--- src/rtl/filter_pkg.sv ---
// Shared definitions for the 2-D convolution filter coefficient path:
// default sizes, controller state encoding and the identity kernel.
package filter_pkg;

    localparam int DEF_CORE_DIM  = 5;
    localparam int DEF_COE_WIDTH = 16;

    typedef enum logic [1:0] {
        IDLE  = 2'd0,
        ARMED = 2'd1,
        SWAP  = 2'd2,
        COPY  = 2'd3
    } state_t;

    // Centre tap at +1.0 (largest positive Q1.x value), every other tap zero.
    function automatic logic [31:0] ident_coe(int k, int dim, int w);
        if (k == (dim * dim) / 2)
            return (32'd1 << (w - 1)) - 32'd1;
        return 32'd0;
    endfunction

endpackage

--- src/rtl/filter_coe_ctrl_if.sv ---
// Software register port for the coefficient controller.
// The bus master writes coefficients and requests commits; the controller reports status.
interface filter_coe_ctrl_if
    import filter_pkg::*;
#(
    parameter int COE_WIDTH = DEF_COE_WIDTH
);

    logic                 cfg_wr_en;
    logic [7:0]           cfg_addr;
    logic [COE_WIDTH-1:0] cfg_wdata;
    logic                 cfg_commit;
    logic                 cfg_busy;
    logic                 cfg_err;
    logic                 commit_done;

    modport master (
        output cfg_wr_en, cfg_addr, cfg_wdata, cfg_commit,
        input  cfg_busy, cfg_err, commit_done
    );

    modport slave (
        input  cfg_wr_en, cfg_addr, cfg_wdata, cfg_commit,
        output cfg_busy, cfg_err, commit_done
    );

endinterface

--- src/rtl/filter_coe_bank.sv ---
// Two-bank coefficient register file. Software writes and the copy-back both
// target the bank not selected by sel; rd_flat presents a whole bank in parallel.
module filter_coe_bank
    import filter_pkg::*;
#(
    parameter int FILTER_CORE_DIM = DEF_CORE_DIM,
    parameter int COE_WIDTH       = DEF_COE_WIDTH,
    localparam int N              = FILTER_CORE_DIM * FILTER_CORE_DIM,
    localparam int IW             = $clog2(N)
) (
    input  logic                   clk,
    input  logic                   reset,
    input  logic                   sel,
    input  logic                   wr_en,
    input  logic [IW-1:0]          wr_addr,
    input  logic [COE_WIDTH-1:0]   wr_data,
    input  logic                   cp_en,
    input  logic [IW-1:0]          cp_idx,
    input  logic                   rd_sel,
    output logic [N*COE_WIDTH-1:0] rd_flat
);

    logic [COE_WIDTH-1:0] mem [2][N];

    always_ff @(posedge clk) begin
        if (!reset) begin
            for (int k = 0; k < N; k++) begin
                mem[0][k] <= COE_WIDTH'(ident_coe(k, FILTER_CORE_DIM, COE_WIDTH));
                mem[1][k] <= COE_WIDTH'(ident_coe(k, FILTER_CORE_DIM, COE_WIDTH));
            end
        end else if (wr_en) begin
            mem[~sel][wr_addr] <= wr_data;
        end else if (cp_en) begin
            mem[~sel][cp_idx] <= mem[sel][cp_idx];
        end
    end

    always_comb begin
        rd_flat = '0;
        for (int k = 0; k < N; k++)
            rd_flat[k*COE_WIDTH +: COE_WIDTH] = mem[rd_sel][k];
    end

endmodule

--- src/rtl/filter_coe_ctrl.sv ---
// Coefficient bank controller: software edits the shadow bank, a commit swaps
// banks on the next start-of-frame, then the new active bank is copied back.
module filter_coe_ctrl
    import filter_pkg::*;
#(
    parameter int FILTER_CORE_DIM = DEF_CORE_DIM,
    parameter int COE_WIDTH       = DEF_COE_WIDTH
) (
    input  logic                     clk,
    input  logic                     reset,
    filter_coe_ctrl_if.slave         cfg,
    input  logic                     vid_sof,
    output logic [FILTER_CORE_DIM*FILTER_CORE_DIM*COE_WIDTH-1:0] coe_flat,
    output logic                     active_bank,
    output logic [15:0]              frame_cnt
);

    localparam int N  = FILTER_CORE_DIM * FILTER_CORE_DIM;
    localparam int IW = $clog2(N);

    function automatic logic [N*COE_WIDTH-1:0] ident_flat();
        logic [N*COE_WIDTH-1:0] f;
        f = '0;
        for (int k = 0; k < N; k++)
            f[k*COE_WIDTH +: COE_WIDTH] =
                COE_WIDTH'(ident_coe(k, FILTER_CORE_DIM, COE_WIDTH));
        return f;
    endfunction

    localparam logic [N*COE_WIDTH-1:0] IDENT = ident_flat();

    state_t                 state;
    logic [IW-1:0]          copy_idx;
    logic                   busy;
    logic                   err;
    logic                   done;
    logic                   addr_ok;
    logic                   bank_wr;
    logic                   bank_cp;
    logic                   req;
    logic [N*COE_WIDTH-1:0] shadow_flat;

    assign addr_ok = cfg.cfg_addr < 8'(N);
    assign bank_wr = (state == IDLE) && cfg.cfg_wr_en && addr_ok;
    assign bank_cp = (state == COPY);
    assign req     = cfg.cfg_wr_en || cfg.cfg_commit;

    assign cfg.cfg_busy    = busy;
    assign cfg.cfg_err     = err;
    assign cfg.commit_done = done;

    filter_coe_bank #(
        .FILTER_CORE_DIM (FILTER_CORE_DIM),
        .COE_WIDTH       (COE_WIDTH)
    ) u_bank (
        .clk     (clk),
        .reset   (reset),
        .sel     (active_bank),
        .wr_en   (bank_wr),
        .wr_addr (cfg.cfg_addr[IW-1:0]),
        .wr_data (cfg.cfg_wdata),
        .cp_en   (bank_cp),
        .cp_idx  (copy_idx),
        .rd_sel  (~active_bank),
        .rd_flat (shadow_flat)
    );

    always_ff @(posedge clk) begin
        if (!reset) begin
            state       <= IDLE;
            copy_idx    <= '0;
            busy        <= 1'b0;
            err         <= 1'b0;
            done        <= 1'b0;
            active_bank <= 1'b0;
            frame_cnt   <= '0;
            coe_flat    <= IDENT;
        end else begin
            err  <= 1'b0;
            done <= 1'b0;
            if (vid_sof)
                frame_cnt <= frame_cnt + 16'd1;
            unique case (state)
                IDLE: begin
                    err <= cfg.cfg_wr_en && !addr_ok;
                    // An SOF coincident with the commit is deliberately not taken.
                    if (cfg.cfg_commit) begin
                        state <= ARMED;
                        busy  <= 1'b1;
                    end
                end
                ARMED: begin
                    err <= req;
                    if (vid_sof)
                        state <= SWAP;
                end
                SWAP: begin
                    err         <= req;
                    active_bank <= ~active_bank;
                    coe_flat    <= shadow_flat;
                    copy_idx    <= '0;
                    state       <= COPY;
                end
                COPY: begin
                    err      <= req;
                    copy_idx <= copy_idx + 1'b1;
                    if (copy_idx == IW'(N - 1)) begin
                        state <= IDLE;
                        busy  <= 1'b0;
                        done  <= 1'b1;
                    end
                end
                default: state <= IDLE;
            endcase
        end
    end

endmodule

--- src/flat_wrapper.sv ---
// flat-port wrapper written by rule: the top's interface ports become plain ports
module filter_coe_ctrl_flat import filter_pkg::*;
#(
    parameter int FILTER_CORE_DIM = DEF_CORE_DIM,
    parameter int COE_WIDTH       = DEF_COE_WIDTH
)
  (clk, reset, vid_sof, coe_flat, active_bank, frame_cnt, cfg_cfg_wr_en, cfg_cfg_addr, cfg_cfg_wdata, cfg_cfg_commit, cfg_cfg_busy, cfg_cfg_err, cfg_commit_done);
  filter_coe_ctrl_if #(.COE_WIDTH(COE_WIDTH)) cfg_i ();
  input  logic clk;
  input  logic reset;
  input  logic vid_sof;
  output logic [FILTER_CORE_DIM*FILTER_CORE_DIM*COE_WIDTH-1:0] coe_flat;
  output logic active_bank;
  output logic [15:0] frame_cnt;
  input wire logic [$bits(cfg_i.cfg_wr_en)-1:0] cfg_cfg_wr_en;
  input wire logic [$bits(cfg_i.cfg_addr)-1:0] cfg_cfg_addr;
  input wire logic [$bits(cfg_i.cfg_wdata)-1:0] cfg_cfg_wdata;
  input wire logic [$bits(cfg_i.cfg_commit)-1:0] cfg_cfg_commit;
  output wire logic [$bits(cfg_i.cfg_busy)-1:0] cfg_cfg_busy;
  output wire logic [$bits(cfg_i.cfg_err)-1:0] cfg_cfg_err;
  output wire logic [$bits(cfg_i.commit_done)-1:0] cfg_commit_done;
  assign cfg_i.cfg_wr_en = cfg_cfg_wr_en;
  assign cfg_i.cfg_addr = cfg_cfg_addr;
  assign cfg_i.cfg_wdata = cfg_cfg_wdata;
  assign cfg_i.cfg_commit = cfg_cfg_commit;
  assign cfg_cfg_busy = cfg_i.cfg_busy;
  assign cfg_cfg_err = cfg_i.cfg_err;
  assign cfg_commit_done = cfg_i.commit_done;
  filter_coe_ctrl #(.FILTER_CORE_DIM(FILTER_CORE_DIM), .COE_WIDTH(COE_WIDTH)) u_core (.clk(clk), .reset(reset), .cfg(cfg_i), .vid_sof(vid_sof), .coe_flat(coe_flat), .active_bank(active_bank), .frame_cnt(frame_cnt));
endmodule
--- config.mk ---
export PLATFORM = sky130hd
export DESIGN_NAME = filter_coe_ctrl_flat
export DESIGN_NICKNAME = d
export VERILOG_FILES = /design/src/rtl/filter_pkg.sv /design/src/rtl/filter_coe_ctrl_if.sv /design/src/rtl/filter_coe_bank.sv /design/src/rtl/filter_coe_ctrl.sv /design/src/flat_wrapper.sv
export SDC_FILE = /design/constraint.sdc
export NUM_CORES = 2
export LEC_CHECK = 0
export CAP_MARGIN = 20
export CORE_ASPECT_RATIO = 0.9
export CORE_MARGIN = 3
export CORE_UTILIZATION = 53
export DETAILED_ROUTE_END_ITERATION = 6
export GPL_TIMING_DRIVEN = 0
export HOLD_SLACK_MARGIN = 0.05
export PLACE_DENSITY = 0.81
export SYNTH_ARGS = -nofsm -noshare
export SYNTH_HDL_FRONTEND = slang
export SYNTH_HIERARCHICAL = 1
export SYNTH_SLANG_ARGS = --single-unit
export TNS_END_PERCENT = 30
--- constraint.sdc ---
create_clock -name clk -period 4.4 [get_ports clk]
set_input_delay 1.32 -clock clk [delete_from_list [all_inputs] [get_ports clk]]
set_output_delay 1.32 -clock clk [all_outputs]
set_load 0.01 [all_outputs]
==> impl_results.md <==
- Initial antenna violation count: 22
- Leakage: 0.0243 uW
- IO buf count: 431
- Setup Viol. Count Final: 300
- Netlist cell types: 67
- DRT antenna net count: 0
- Sequential area share after synthesis: 54.5%
- Post-CTS Hold Fix Bufs: 0
- Total negative slack: -11.56 ns
- Worst Min Path Start: u_core/coe_flat[198]
- Clock Path Buffers: 3
- Final WS setup: -0.131 ns
- Fmax: 221 MHz
- Largest net degree at the start of global routing: 18
- Kind of critical path: in2reg
- Mean post-synth cell area: 12.1 um2
- Yosys warnings: 6
- CTS tree: built
- CTS clk-pin slew, worst paths: 0.06 ns
- Share of cells above drive strength 1: 20.1%
- Mapped Area: 59,700 um2
- Clock Skew: 0.0331 ns
- Multi-input logic area: 25,400 um2
- Sequential Area: 32,600 um2
- Final total power: 35,800 uW
- CP Cell Sequence: clkdlybuf4s50_1, o311ai_2, buf_2, nand2_1, nor2_4, and3b_1, buf_2, nand2_1, buf_4, nor2_1, clkbuf_1, nor2_1, a211oi_1
- Die ar.: 117,000 um2
- Cell Rows: 116
- Cell at the root of the clock tree: clkbuf_16
- Worst min-delay path class: reg2reg
- Final period util: 103%
- Placer Congestion: 0.996
- VDD IR max: 0.377 mV
- Status: complete, but fails checks
- Critical path origin: cfg_cfg_addr[4]
- R2r worst-path depth: 8
- Dominant synthesized flop cell: edfxtp_1
- Nets: 5,585
- Relative max-transition margin: 2.98%
- Via count: 47,946
- Yosys reg bits: 1,227
- Grt ovf: 0
- Tmin final: 4.53 ns
- Worst-skew pair later-pin latency: 0.76 ns
- Arrival @ worst endpoint: 5.08 ns
- Vias in the first global route: 45,975
- Clock sinks: 1,227
- CP max-delay cell: clkdlybuf4s50_1
- Pwr Density: 503 nW/um2
- DRT iter0 DRCs: 7,982
- RSZ-0062 raised after global routing: true
- Die H: 325 um
- Num CTS Buffers: 121
- Drt via density: 6.72
- DRC errors left: 0
- CP startpoint kind: input port
- Slew Limit Fails: 0
- First-pass iteration count of the detailed router: 6
- Final Hold Vio Count: 0
- Core ar.: 111,000 um2
- CP Capture Type: flop
- R2r startpoint: u_core/copy_idx[1]
- Most common cell after layout, fill and taps aside: nor2_1
- First-pass GRT wire length: 320,000 um
- Hold path cells: 2
- WHS: 0.483 ns
- Slew @ Worst Pin: 1.46 ns
- Io pins: 449
- H-tree levels: 3
- Worst-path maximum fanout: 10
- Cells after synthesis: 4,957
- GRT Overall Usage: 37.7%
- Routed wire length per instance: 32.0 um
- Failing checks: negative setup slack
- Max cap viols: 0
- Syn Nets: 4,994
- Crit path largest cell delay: 0.75 ns
- CP Data Required Time: 4.95 ns
- Most frequent cells in the layout: nor2_1, edfxtp_1, mux2i_1
- Initial Util: 53.6%
- Final WL: 228,000 um
- Layout fillers: 8,371
- Number of flops mapped to enable cells by yosys: 800
- Die X: 360 um
- FFs w/ async S/R, synth: 0%
- HPWL after DPL: 167,000 um
- Area Overhead vs Synth: 19.1%
## cell usage after synthesis, types with 8 or more instances
| library cell | count | area share, % |
|---|---|---|
| buf_4 | 20 | 0.25 |
| a21oi_1 | 26 | 0.22 |
| nand2_2 | 10 | 0.10 |
| buf_1 | 10 | 0.063 |
| mux2_2 | 409 | 7.7 |
| a211oi_1 | 258 | 3.2 |
| dfxtp_1 | 427 | 14 |
| inv_1 | 11 | 0.069 |
| buf_6 | 22 | 0.41 |
| o21ai_0 | 23 | 0.19 |
| nand2b_1 | 28 | 0.29 |
| o22ai_1 | 40 | 0.42 |
| buf_2 | 134 | 1.1 |
| a22o_1 | 80 | 1.2 |
| and2_1 | 43 | 0.45 |
| edfxtp_1 | 800 | 40 |
| ha_1 | 8 | 0.17 |
| nand2_1 | 160 | 1.0 |
| mux2i_1 | 652 | 11 |
| o22a_1 | 22 | 0.32 |
| nand3_1 | 21 | 0.18 |
| nor2b_1 | 8 | 0.084 |
| nor3_1 | 146 | 1.2 |
| o21a_1 | 10 | 0.13 |
| nor2_1 | 998 | 6.3 |
| xnor2_1 | 8 | 0.12 |
| o21ai_1 | 42 | 0.35 |
| clkbuf_1 | 262 | 1.6 |
| mux4_2 | 142 | 5.4 |
| nor3_4 | 9 | 0.25 |
| a22oi_1 | 49 | 0.62 |
## layer usage
| layer | vias up | track usage, % | wire [um] |
|---|---|---|---|
| met4 | 24 | 24.4 | 18000 |
| met1 | 23166 | 47.1 | 77300 |
| li1 | 19533 | - | - |
| met5 | - | 0 | 196 |
| met2 | 4270 | 54.7 | 96100 |
| met3 | 953 | 14.5 | 36600 |
## state kept, by name, indices dropped and copies added, names as in the netlist
signal,flops
u_core/frame_cnt,16
u_core/active_bank,1
u_core/copy_idx,5
u_core/coe_flat,400
u_core/cfg.cfg_err,1
u_core/state,2
u_core/u_bank/mem,800
u_core/cfg.cfg_busy,1
u_core/cfg.commit_done,1
## cell families (layout without fill, tap and decap cells)
| group | count (synthesis) | count (layout) | share of synthesized area [%] |
|---|---|---|---|
| other | 0 | 9 | 0 |
| buffers and inverters | 459 | 1156 | 3.57 |
| AND/OR/NAND/NOR | 1485 | 1486 | 10.7 |
| AO/OA/AOI/OAI | 563 | 563 | 6.88 |
| flip-flops | 1227 | 1227 | 54.5 |
| XOR/XNOR | 12 | 12 | 0.176 |
| adder cells (fa/ha/maj) | 8 | 8 | 0.168 |
| multiplexers | 1203 | 1203 | 24.0 |
## final cells by class
class | count | area share (%)
Clock inverter | 41 | 0.397
Antenna cell | 9 | 0.0316
Timing Repair Buffer | 478 | 7.09
Multi-Input combinational cell | 3272 | 35.7
Tap cell | 1475 | 2.59
Buffer | 437 | 2.99
Clock buffer | 189 | 5.33
Inverter | 11 | 0.0580
Sequential cell | 1227 | 45.8
## path summary, 6_finish.rpt
kind                                             endpoint  slack (ns)
worst max-delay path            u_core/u_bank/mem[1][395]       -0.13
worst max register to register  u_core/u_bank/mem[0][135]        0.34
worst min register to register       u_core/coe_flat[198]        0.48
worst min-delay path                 u_core/coe_flat[198]        0.48
## power breakdown
part / switching, uW / total, uW / internal, uW / leakage (uW)
registers: 544 / 13600 / 13100 / 0.0116
clock network: 4640 / 10600 / 5940 / 0.00205
logic: 6920 / 11600 / 4680 / 0.0106
total: 12100 / 35800 / 23700 / 0.0243
## worst max-delay path, delay by kind of cell
| family | cells | cell delay (ns) |
|---|---|---|
| and+or+nand+nor | 6 | 1.24 |
| AOI/OAI and AO/OA | 2 | 0.52 |
| buffers and inverters | 5 | 1.99 |
## timing repair
| item | CTS | global route |
|---|---|---|
| pin swaps | 4 | 0 |
| endpoints found under the hold margin | 0 | 0 |
| setup endpoints to repair | 1440 | 350 |
| buffers inserted | 19 | 0 |
| cloned | 1 | 0 |
| gates resized for setup | 131 | 32 |
## metrics by stage
stage	utilization, %	area, um2	setup WS (ns)	std cells
3_5_place_dp	59.5	66300	-2.13	6886
3_3_place_gp	59.1	65900	-2.88	6863
4_1_cts	63.7	71000	0.0506	7125
6_report	63.8	71200	-0.131	7139
2_1_floorplan	-	59700	0.0740	4957
5_1_grt	63.8	71100	-0.0636	7130
(Power assumes the default switching activity.)
